### src/rtl/par_chan_pkg.sv
// Shared definitions for the two-domain labelled word channel.
// Provides the domain tag type, default payload width and FIFO depth,
// and a constant clog2 helper used to size pointers and counters.
package par_chan_pkg;

  typedef enum logic {
    DOM_L = 1'b0,
    DOM_H = 1'b1
  } dom_t;

  localparam int DEF_DATA_W = 4;
  localparam int DEF_DEPTH  = 4;

  // Ceiling log2; clog2(1) = 0. Used at elaboration time only.
  function automatic int clog2(input int value);
    int result;
    result = 0;
    while ((1 << result) < value) begin
      result = result + 1;
    end
    return result;
  endfunction

endpackage

### src/rtl/par_fifo_bank.sv
// Single-domain synchronous FIFO: registered pointers and count, no
// write-to-read bypass, and no push into a full bank even with a same-cycle pop.
// Ports: clk, reset (sync, active-low), i_push/i_pop requests, i_data,
//        o_full, o_empty, o_count (0..DEPTH), o_head (0 when empty).
// Every register here carries the label of the domain the instance serves.
module par_fifo_bank
  import par_chan_pkg::*;
#(
  parameter int DATA_W = DEF_DATA_W,
  parameter int DEPTH  = DEF_DEPTH,
  parameter int CNT_W  = clog2(DEF_DEPTH) + 1
) (
  input  logic              clk,
  input  logic              reset,
  input  logic              i_push,
  input  logic              i_pop,
  input  logic [DATA_W-1:0] i_data,
  output logic              o_full,
  output logic              o_empty,
  output logic [CNT_W-1:0]  o_count,
  output logic [DATA_W-1:0] o_head
);

  localparam int PTR_W = (clog2(DEPTH) < 1) ? 1 : clog2(DEPTH);
  localparam logic [PTR_W-1:0] LAST_PTR = PTR_W'(DEPTH - 1);
  localparam logic [CNT_W-1:0] FULL_CNT = CNT_W'(DEPTH);

  logic [DATA_W-1:0] r_mem [DEPTH];
  logic [PTR_W-1:0]  r_wr_ptr;
  logic [PTR_W-1:0]  r_rd_ptr;
  logic [CNT_W-1:0]  r_count;

  logic w_push_ok;
  logic w_pop_ok;

  assign o_full  = (r_count == FULL_CNT);
  assign o_empty = (r_count == '0);
  assign o_count = r_count;
  assign o_head  = o_empty ? '0 : r_mem[r_rd_ptr];

  // Fullness is judged on the registered count, so a pop never frees a slot
  // for a push in the same cycle.
  assign w_push_ok = i_push && !o_full;
  assign w_pop_ok  = i_pop && !o_empty;

  always_ff @(posedge clk) begin
    if (!reset) begin
      r_wr_ptr <= '0;
      r_rd_ptr <= '0;
      r_count  <= '0;
    end else begin
      if (w_push_ok) begin
        r_wr_ptr <= (r_wr_ptr == LAST_PTR) ? '0 : r_wr_ptr + 1'b1;
      end
      if (w_pop_ok) begin
        r_rd_ptr <= (r_rd_ptr == LAST_PTR) ? '0 : r_rd_ptr + 1'b1;
      end
      case ({w_push_ok, w_pop_ok})
        2'b10:   r_count <= r_count + 1'b1;
        2'b01:   r_count <= r_count - 1'b1;
        default: r_count <= r_count;
      endcase
    end
  end

  // Storage is not cleared by reset; a push coincident with reset is dropped.
  always_ff @(posedge clk) begin
    if (reset && w_push_ok) begin
      r_mem[r_wr_ptr] <= i_data;
    end
  end

endmodule

### src/rtl/par_domain_receiver.sv
// Receiving end of the L/H labelled word channel: per-domain FIFOs drained on
// a fixed alternating slot schedule that never looks at either domain's state.
// Ports: clk, reset (sync, active-low) [L]; in_valid/in_data [Par(in_dom)],
//        in_dom [L], in_ready [Par(in_dom)]; out_slot [L]; out_valid/out_data,
//        out_ready [Par(out_slot)]; l_count [L]; h_count [H].
module par_domain_receiver
  import par_chan_pkg::*;
#(
  parameter int DATA_W = DEF_DATA_W,
  parameter int DEPTH  = DEF_DEPTH,
  parameter int CNT_W  = clog2(DEF_DEPTH) + 1
) (
  input  logic              clk,
  input  logic              reset,
  input  logic              in_valid,
  input  logic              in_dom,
  input  logic [DATA_W-1:0] in_data,
  output logic              in_ready,
  output logic              out_slot,
  output logic              out_valid,
  output logic [DATA_W-1:0] out_data,
  input  logic              out_ready,
  output logic [CNT_W-1:0]  l_count,
  output logic [CNT_W-1:0]  h_count
);

  // Slot register [L]: toggles unconditionally, so drain timing is fixed.
  dom_t r_slot;

  // Per-domain control. The L-bank wires are gated only by in_dom, r_slot
  // and L-labelled data; nothing from the H bank feeds them.
  logic              w_push_l, w_pop_l;   // [L]
  logic              w_push_h, w_pop_h;   // [H]
  logic              w_full_l, w_empty_l; // [L]
  logic              w_full_h, w_empty_h; // [H]
  logic [DATA_W-1:0] w_head_l;            // [L]
  logic [DATA_W-1:0] w_head_h;            // [H]

  always_ff @(posedge clk) begin
    if (!reset) begin
      r_slot <= DOM_L;
    end else begin
      r_slot <= (r_slot == DOM_L) ? DOM_H : DOM_L;
    end
  end

  assign w_push_l = in_valid && (in_dom == DOM_L) && !w_full_l;
  assign w_push_h = in_valid && (in_dom == DOM_H) && !w_full_h;
  assign w_pop_l  = (r_slot == DOM_L) && !w_empty_l && out_ready;
  assign w_pop_h  = (r_slot == DOM_H) && !w_empty_h && out_ready;

  par_fifo_bank #(
    .DATA_W (DATA_W),
    .DEPTH  (DEPTH),
    .CNT_W  (CNT_W)
  ) u_bank_l (
    .clk     (clk),
    .reset   (reset),
    .i_push  (w_push_l),
    .i_pop   (w_pop_l),
    .i_data  (in_data),
    .o_full  (w_full_l),
    .o_empty (w_empty_l),
    .o_count (l_count),
    .o_head  (w_head_l)
  );

  par_fifo_bank #(
    .DATA_W (DATA_W),
    .DEPTH  (DEPTH),
    .CNT_W  (CNT_W)
  ) u_bank_h (
    .clk     (clk),
    .reset   (reset),
    .i_push  (w_push_h),
    .i_pop   (w_pop_h),
    .i_data  (in_data),
    .o_full  (w_full_h),
    .o_empty (w_empty_h),
    .o_count (h_count),
    .o_head  (w_head_h)
  );

  // Muxes selected by L-labelled signals: results carry Par(select) labels.
  assign in_ready  = (in_dom == DOM_H) ? !w_full_h : !w_full_l;
  assign out_slot  = r_slot;
  assign out_valid = (r_slot == DOM_H) ? !w_empty_h : !w_empty_l;
  assign out_data  = (r_slot == DOM_H) ? w_head_h : w_head_l;

endmodule

### config.mk
export PLATFORM = sky130hd
export DESIGN_NAME = par_domain_receiver
export DESIGN_NICKNAME = d
export VERILOG_FILES = /design/src/rtl/par_chan_pkg.sv /design/src/rtl/par_fifo_bank.sv /design/src/rtl/par_domain_receiver.sv
export SDC_FILE = /design/constraint.sdc
export NUM_CORES = 1
export LEC_CHECK = 0
export CAP_MARGIN = 10
export CORE_ASPECT_RATIO = 0.6
export CORE_MARGIN = 2
export CORE_UTILIZATION = 30
export CTS_CLUSTER_SIZE = 24
export DETAILED_ROUTE_END_ITERATION = 10
export PLACE_DENSITY = 0.52
export SLEW_MARGIN = 15
export SYNTH_ARGS = -nofsm -noshare
export SYNTH_HDL_FRONTEND = slang
export SYNTH_SLANG_ARGS = --single-unit
### constraint.sdc
create_clock -name clk -period 1.85 [get_ports clk]
set_input_delay 0.2775 -clock clk [delete_from_list [all_inputs] [get_ports clk]]
set_output_delay 0.2775 -clock clk [all_outputs]
set_load 0.01 [all_outputs]
* Yosys cells after proc, flatten, opt, wreduce, memory -nomap -nowiden *
Memories as Yosys holds them, arrays and structs flattened. A register that Yosys moved wholly into a read port is not among the register bits.
Cells that the tools add are included.

word-level totals
  register bits after elaboration = 15
  RAM bits = 32
  bits of input ports = 9
  output and inout bits = 13
  logic and storage cells = 71
  memories = 2

memories
  name            depth  bits a word  rd ports  clocked after Yosys merged registers in  write ports  line                 text
  u_bank_h.r_mem  4      4            1         1                                        1            par_fifo_bank.sv:28  logic [DATA_W-1:0] r_mem [DEPTH];
  u_bank_l.r_mem  4      4            1         1                                        1            par_fifo_bank.sv:28

cells by class
  add/subtract/negate cells = 8
  equality and inequality tests = 10
  multiplexer cells = 20
  bitwise logic cells = 2
  reductions and logical operators = 22

operators with widths
  kind                                                                count
  2-bit two-way mux                                                   8
  1-bit logical AND                                                   14
  2-bit == test, second input constant                                6
  4-bit two-way mux                                                   3
  3-bit case mux with 2 select lines                                  2
  2-bit by 1-bit adder with 2-bit output, second input constant       4
  1-bit two-way mux                                                   7
  3-bit by 1-bit adder with 3-bit output, second input constant       2
  3-bit == test, second input constant                                2
  3-bit zero test                                                     2
  3-bit by 1-bit subtractor with 3-bit output, second input constant  2
  2-bit by 1-bit == test with 1-bit output, second input constant     2
  1-bit zero test                                                     4
  2-bit nonzero test                                                  2
  1-bit NOT                                                           2

* Depth between registers and ports, before layout *
Gate-level depths: netlist of run 1.

  word-level depth = 7
  depth in mapped cells = 9
  gate-level depth less buffers = 9

* Cells and area by module *
Synthesis of run 1 repeated with hierarchy kept, for this count alone.

second synthesis, totals
  cells, all modules = 173
  area total of the unflattened synthesis = 2348.5 sq um

modules (own cells, without submodules)
  module               times used  cells each  area each (sq um)
  par_fifo_bank        2           80          1097.3
  par_domain_receiver  1           13          153.9

* Worst setup path before layout of run 1 *
OpenSTA, ideal clock, no wires.

  path kind = reg2reg
  from = register u_bank_h.r_count[2], in the netlist u_bank_h.o_count[2]
  to = register u_bank_h.r_count[2], in the netlist u_bank_h.o_count[2]
  library setup time = 70 ps
  arrival time = 2070 ps
  slack = -290 ps
  cell stages (with the launch flop) = 9
  path buffers = 0
  period minus slack after synthesis = 2140 ps
  cell sequence = dfxtp_1 nor3b_1 nand3b_1 ha_1 inv_1 fa_1 xor2_1 or3_1 a21oi_1

on the way
  word-level cells in the longest chain between the ends = 7

RTL lines
  item                                                                       line                                            text
  from (decl)                                                                par_fifo_bank.sv:31                             logic [CNT_W-1:0] r_count;
  from (signal assigned)                                                     par_fifo_bank.sv:59                             2'b10: r_count <= r_count + 1'b1;
  from (signal assigned)                                                     par_fifo_bank.sv:60                             2'b01: r_count <= r_count - 1'b1;
  from (signal assigned)                                                     par_fifo_bank.sv:61                             default: r_count <= r_count;
  3-bit zero test                                                            par_fifo_bank.sv:37                             assign o_empty = (r_count == '0);
  1-bit zero test                                                            par_fifo_bank.sv:44, par_domain_receiver.sv:50
  1-bit logical AND (2 in a row)                                             par_domain_receiver.sv:50                       assign w_pop_h = (r_slot == DOM_H) && !w_empty_h && out_ready;
  1-bit logical AND                                                          par_fifo_bank.sv:44                             assign w_pop_ok = i_pop && !o_empty;
  2-bit by 1-bit == test with 1-bit output or 2-bit == test (tied branches)  par_fifo_bank.sv:58                             case ({w_push_ok, w_pop_ok})
  3-bit case mux with 2 select lines or 2-bit nonzero test (tied branches)   n/a

Several ways; a longest one is shown, not always the timed one.
A chain may end at the register's enable or synchronous reset.

* Final worst setup path of run 1 *
  from = register u_bank_h.r_count[1], in the netlist u_bank_h.o_count[1]
  to = register u_bank_h.r_count[2], in the netlist u_bank_h.o_count[2]

Same word-level chain as after synthesis.

==> results of run 1 <==
## repair_timing
action / in CTS / in global routing
pin swaps: 7 / 8
gates resized for setup: 36 / 9
endpoints found under the setup margin: 9 / 9
hold buffers: 0 / 0
setup buffers: 4 / 4
## power breakdown
part | internal (mW) | leakage, nW | switching, mW
logic | 0.275 | 0.602 | 0.228
clock network | 0.638 | 0.0771 | 0.393
registers | 1.26 | 0.449 | 0.0524
total | 2.17 | 1.13 | 0.674
## layer usage
metal  track usage  part of all wire
met1         0.167              0.49
met2         0.189              0.47
met3        0.0471             0.030
met4        0.0402            0.0091
met5             0                 0
## metrics by stage
step	power (mW)	setup WS (ps)	TNS, ps	hold WS (ps)
4_1_cts	2.83	-144	-298	493
5_1_grt	2.98	-254	-1320	536
3_3_place_gp	1.78	-357	-4590	470
6_report	2.85	-162	-784	494
2_1_floorplan	1.55	-96.6	-174	376
3_5_place_dp	1.80	-434	-4910	492
## critical path, delay by kind of cell, from the launching register on
kind / cells / cell delay [ps]
AO/OA/AOI/OAI: 1 / 150
XOR/XNOR: 1 / 160
adder cells (fa/ha/maj): 2 / 520
buffers and inverters: 1 / 40
flip-flops: 1 / 370
AND/OR/NAND/NOR: 3 / 700
## cell usage in the layout (no fill, tap or decap), types with 3 or more instances in the layout
master,synthesis,routed
xor2_1,4,4
clkbuf_16,0,5
inv_1,13,11
dfxtp_1,19,11
or3_1,6,6
clkdlybuf4s50_1,0,13
nor2_1,8,7
edfxtp_1,32,32
and2_1,8,8
a22o_1,4,4
ha_1,12,10
buf_4,0,30
nand2_1,12,12
mux2i_1,7,7
buf_2,1,4
nor3b_4,0,3
mux4_2,4,8
buf_6,0,3
dfxtp_4,0,7
a21oi_1,6,4
## final timing paths
kind / slack (ps) / startpoint / cells past startpoint / to
setup reg to reg: -160 / u_bank_h.o_count[1] / 8 / u_bank_h.o_count[2]
setup / recovery: -160 / u_bank_h.o_count[1] / 8 / u_bank_h.o_count[2]
hold / removal: 490 / u_bank_l.r_rd_ptr[0] / 2 / flip-flop
hold reg to reg: 490 / u_bank_l.r_rd_ptr[0] / 2 / flip-flop
## cells in the mapped netlist (all sizes together), types with 5 or more instances
cell,number
or3,6
nand2,12
ha,12
a21oi,6
and2,8
mux2i,7
nor3b,5
mux4,8
dfxtp,19
inv,13
nor2,8
edfxtp,32
## state kept, by name, indices dropped and copies added (netlist names), named ones only
name and cells:
out_slot 1, u_bank_h.o_count 3, u_bank_h.r_mem 16, u_bank_h.r_rd_ptr 2, u_bank_h.r_wr_ptr 2, u_bank_l.o_count 3, u_bank_l.r_mem 16, u_bank_l.r_rd_ptr 2
u_bank_l.r_wr_ptr 2
## area by class of cell
class / count / area, µm²
Tap cell: 91 / 114
Clock buffer: 6 / 129
Fill cell: 675 / 4190
Timing Repair Buffer: 53 / 439
Clock inverter: 2 / 37.5
Inverter: 13 / 48.8
Sequential cell: 51 / 1370
Multi-Input combinational cell: 91 / 881
## logic make-up (layout without fill, tap and decap cells)
kind of cell,Yosys count,after routing,synth area share
AO/OA/AOI/OAI,14,14,0.0418
XOR/XNOR,4,4,0.0158
adder cells (fa/ha/maj),14,14,0.0858
buffers and inverters,15,74,0.0260
flip-flops,51,51,0.605
multiplexers,15,15,0.120
AND/OR/NAND/NOR,44,44,0.106
==> metrics.csv, run 1 <==
metric,value,unit
"EDFF count, synth",32,
"Seq/Total Area, Yosys",0.605,
pin count of the biggest net entering global routing,17,
post-synthesis register bit count,51,
YS warnings,0,
worst vdd ir,0.370,mV
Hold Path Class,reg2reg,
die area,8110,µm²
largest cells by area after synthesis,"edfxtp_1 43%, dfxtp_1 17%, ha_1 6.8%",
DRC viols,0,
Slew HR,0.766,
syn_nets,180,
Final WS setup,-162,ps
Final Cell Area,3020,µm²
# rows,24,
Worst path max stage delay,370,ps
drt first pass iters,4,
initial antenna violation count,0,
crit path cell chain,nor3b_4 > nand3b_1 > ha_2 > inv_2 > fa_2 > xor2_1 > or3_1 > a21oi_1,
"Reg clk slew, reported paths",70,ps
first-pass GRT wire length,7360,µm
RSZ-0062 raised after global routing,yes,
share of cells above drive strength 1,0.352,
Post-synth ARST share,0,
"Core Util, Final",0.419,
die width,115,µm
Post-Synthesis Cell Area,2220,µm²
largest area contributor in the synthesized netlist,edfxtp_1,
Cell Count Post-Placement,291,
violated checks,setup timing,
vias in the first global route,1419,
critical path class,reg2reg,
Highest Clock Rate,497,MHz
Worst Tran Pin Value,349,ps
wire per inst,15.4,µm
CTS buffer count,5,
post-detailed-route count of antenna-violating nets,0,
Area after DPL,2770,µm²
global route total overflow,0,
slowest library cell on the worst path,dfxtp_4,
leak pwr,1.13,nW
cell count after synthesis,157,
layout net count,238,
max capacitance violation total,0,
Unique masters post-synth,26,
starting density of the core,0.307,
Routability Congestion,0.726,
"Avg Cell Area, Syn",14.1,µm²
clk_lat worst skew,290,ps
DR vias/cell,4.60,
top_reg_cell synth,edfxtp_1,
top cell type's share of synthesized area,0.434,
Die H,70.6,µm
# IOs,22,
"Arr. time, crit path",2220,ps
Clock Root Buffer,clkbuf_16,
status,"complete, but fails checks",
gr usage total,0.125,
CTS Buffer Depth,2,
CP Capture Type,flip-flop,
Max Slew Vio Count,0,
Startpoint Class,flip-flop,
fin crit share,1.09,
minimum clock period,2010,ps
Routed WL,4730,µm
Core ar.,7210,µm²
total number of vias,1412,
Worst Skew,10.3,ps
H-tree depth,2,
Finished Layout Cells,307,
critical path data required time,2060,ps
Buffers on Ports,21,
CTS tree,yes,
post-DP HPWL,3450,µm
clock tree sinks,51,
"Hold Violations, Final",0,
Power Density,943,nW/µm²
antenna cells,0,
CP max FO,4,
DR iter-0 viols,47,
Area Growth Syn to Fin,36.2,%
Final setup viols,8,
Note: power is estimated with default switching activity, not from simulation.
==> run 2: changes to the inputs <==
--- a/config.mk
+++ b/config.mk
@@ -7,9 +7,9 @@
 export LEC_CHECK = 0
 export CAP_MARGIN = 10
 export CORE_ASPECT_RATIO = 0.6
-export CORE_MARGIN = 2
+export CORE_MARGIN = 5
 export CORE_UTILIZATION = 30
-export CTS_CLUSTER_SIZE = 24
+export CTS_CLUSTER_SIZE = 12
 export DETAILED_ROUTE_END_ITERATION = 10
 export PLACE_DENSITY = 0.52
 export SLEW_MARGIN = 15
==> run 2 against run 1 <==
Net effect:
- the flow still finishes with violations (setup timing)
- sequential share of layout area rose by 0.12 points
- routed wire length fell by 11%
- final cell count rose by 4.6%
- clock skew fell by 7.2 ps
- largest power group unchanged
- highest routed layer unchanged
==> metrics.csv, run 2 (same netlist as run 1, synthesis figures left out) <==
metric,value,unit,change
status,"complete, but fails checks",,
violated checks,setup timing,,
"most common cell after layout, fill and taps aside",edfxtp_1,,
total power draw,2.66,mW,-6.4%
# IOs,22,,unchanged
gr usage total,0.103,,-0.0218
Final WS setup,-112,ps,+50.2 ps
layout net count,239,,+0.42%
H-tree depth,2,,unchanged
starting density of the core,0.306,,-0.00128
DRC viols,0,,unchanged
leak pwr,1.12,nW,-0.90%
Buffers on Ports,21,,unchanged
vias in the first global route,1444,,+1.8%
initial antenna violation count,0,,unchanged
Worst path max stage delay,350,ps,-20 ps
critical path data required time,2070,ps,about the same
total number of vias,1359,,-3.8%
Clock Root Buffer,clkbuf_16,,
critical path's top delay family,simple AND/OR/NAND/NOR gates,,
CP Capture Type,flip-flop,,
drt first pass iters,4,,unchanged
DR vias/cell,4.23,,-8.0%
Slew HR,0.764,,-0.00214
critical path class,reg2reg,,
pin count of the biggest net entering global routing,15,,-2
Routed WL,4220,µm,-11%
Power Density,888,nW/µm²,-5.8%
crit path cell chain,nor3b_4 > nand3b_1 > ha_2 > inv_2 > fa_2 > xor2_1 > or3_1 > a21oi_2,,
Hold Path Class,reg2reg,,
slowest library cell on the worst path,dfxtp_4,,
antenna cells,0,,unchanged
Bufs and invs on worst path,1,,unchanged
Worst Tran Pin Value,352,ps,+3.19 ps
clock tree sinks,51,,unchanged
Final setup viols,4,,-4
wire per inst,13.1,µm,-15%
DR iter-0 viols,60,,+28%
CTS buffer count,5,,unchanged
CTS Buffer Depth,2,,unchanged
"Arr. time, crit path",2180,ps,-40 ps
CP max FO,2,,-2
DP Worst Slack,-403,ps,+30.7 ps
"Hold Violations, Final",0,,unchanged
CTS tree,yes,,
max capacitance violation total,0,,unchanged
"commonest cells after routing, fill and taps aside","32 x edfxtp_1, 31 x buf_4, 14 x clkdlybuf4s50_1",,
Largest regs,"u_bank_h.r_mem x16, u_bank_l.r_mem x16",,
Die H,76.6,µm,+8.5%
Startpoint Class,flip-flop,,
post-detailed-route count of antenna-violating nets,0,,unchanged
first-pass GRT wire length,7320,µm,-0.48%
die width,121,µm,+5.2%
# rows,24,,unchanged
RSZ-0062 raised after global routing,yes,,
Worst Skew,3.16,ps,-7.17 ps
CTS Hold Bufs,0,,unchanged
Core ar.,7240,µm²,+0.42%
global route total overflow,0,,unchanged
die area,9260,µm²,+14%
Routability Congestion,0.722,,-0.65%
Area Growth Syn to Fin,35.3,%,
fin crit share,1.06,,-0.0271
Highest Clock Rate,510,MHz,+2.6%
clk_lat worst skew,280,ps,about the same
"Reg clk slew, reported paths",60,ps,about the same
Max Slew Vio Count,0,,unchanged
post-DP HPWL,3260,µm,-5.5%
minimum clock period,1960,ps,-50.2 ps
worst vdd ir,0.340,mV,-8.3%
share of cells above drive strength 1,0.369,,+0.0168
[run 2: cell count changes in the layout (fill, tap and decap cells not counted), sizes merged]
cell / change
clkbuf: +3
dlymetal6s2s: -1
dlygate4sd2: -1
bufinv: -1
clkdlybuf4s50: +1
clkinvlp: -1
buf: +1
[run 2: area by class of cell]
cell class / count / area [µm²]
Inverter: 13 / 48.8
Tap cell: 104 / 130
Sequential cell: 51 / 1360
Timing Repair Buffer: 54 / 440
Fill cell: 676 / 4240
Clock buffer: 8 / 136
Multi-Input combinational cell: 91 / 880
[run 2: timing repair]
action	4_1_cts	5_1_grt
pin swaps	6	7
gates resized for setup	37	10
buffers inserted	6	2
cloned	0	0
setup endpoints to repair	9	8
[run 2: worst reg2reg max path, cell delays in order, from the launching register on]
cell      delay (ps)
dfxtp_4          350
nor3b_4          210
nand3b_1         180
ha_2             200
inv_2             40
fa_2             330
xor2_1           150
or3_1            320
a21oi_2          120
[run 2: power by group]
part | total (mW) | internal, mW | switching (mW)
clock | 0.861 | 0.503 | 0.358
combinational | 0.496 | 0.278 | 0.218
sequential | 1.31 | 1.26 | 0.0481
[run 2: worst paths after layout]
| kind | startpoint | cells after the start | to | slack, ps |
|---|---|---|---|---|
| worst max-delay path | u_bank_h.o_count[0] | 8 | u_bank_h.o_count[2] | -110 |
| worst min-delay path | u_bank_h.r_rd_ptr[1] | 2 | u_bank_h.r_rd_ptr[1] | 470 |
| worst max register to register | u_bank_h.o_count[0] | 8 | u_bank_h.o_count[2] | -110 |
| worst min register to register | u_bank_h.r_rd_ptr[1] | 2 | u_bank_h.r_rd_ptr[1] | 470 |
[run 2: layer usage]
metal | share of wire | GRT usage
met2 | 0.44 | 0.150
met1 | 0.51 | 0.142
met5 | 0 | 0
met3 | 0.035 | 0.0289
met4 | 0.021 | 0.0441
[run 2: stage by stage]
step	hold WS, ps	cell area (µm²)	setup TNS [ps]	utilization	instances
floorplan	376	2270	-174	-	157
CTS	478	2970	-348	0.410	319
detailed placement	469	2790	-4020	0.385	305
global placement	471	2790	-4490	0.385	305
finish	474	3000	-162	0.414	321
global route	510	3000	-710	0.414	321
==> run 3: changes to the inputs <==
--- a/config.mk
+++ b/config.mk
@@ -12,7 +12,7 @@
 export CTS_CLUSTER_SIZE = 12
 export DETAILED_ROUTE_END_ITERATION = 10
 export PLACE_DENSITY = 0.52
-export SLEW_MARGIN = 15
+export SLEW_MARGIN = 20
 export SYNTH_ARGS = -nofsm -noshare
 export SYNTH_HDL_FRONTEND = slang
 export SYNTH_SLANG_ARGS = --single-unit
==> results of run 3 <==
Same layout as run 2: the final DEF is identical, and so are final timing and power.
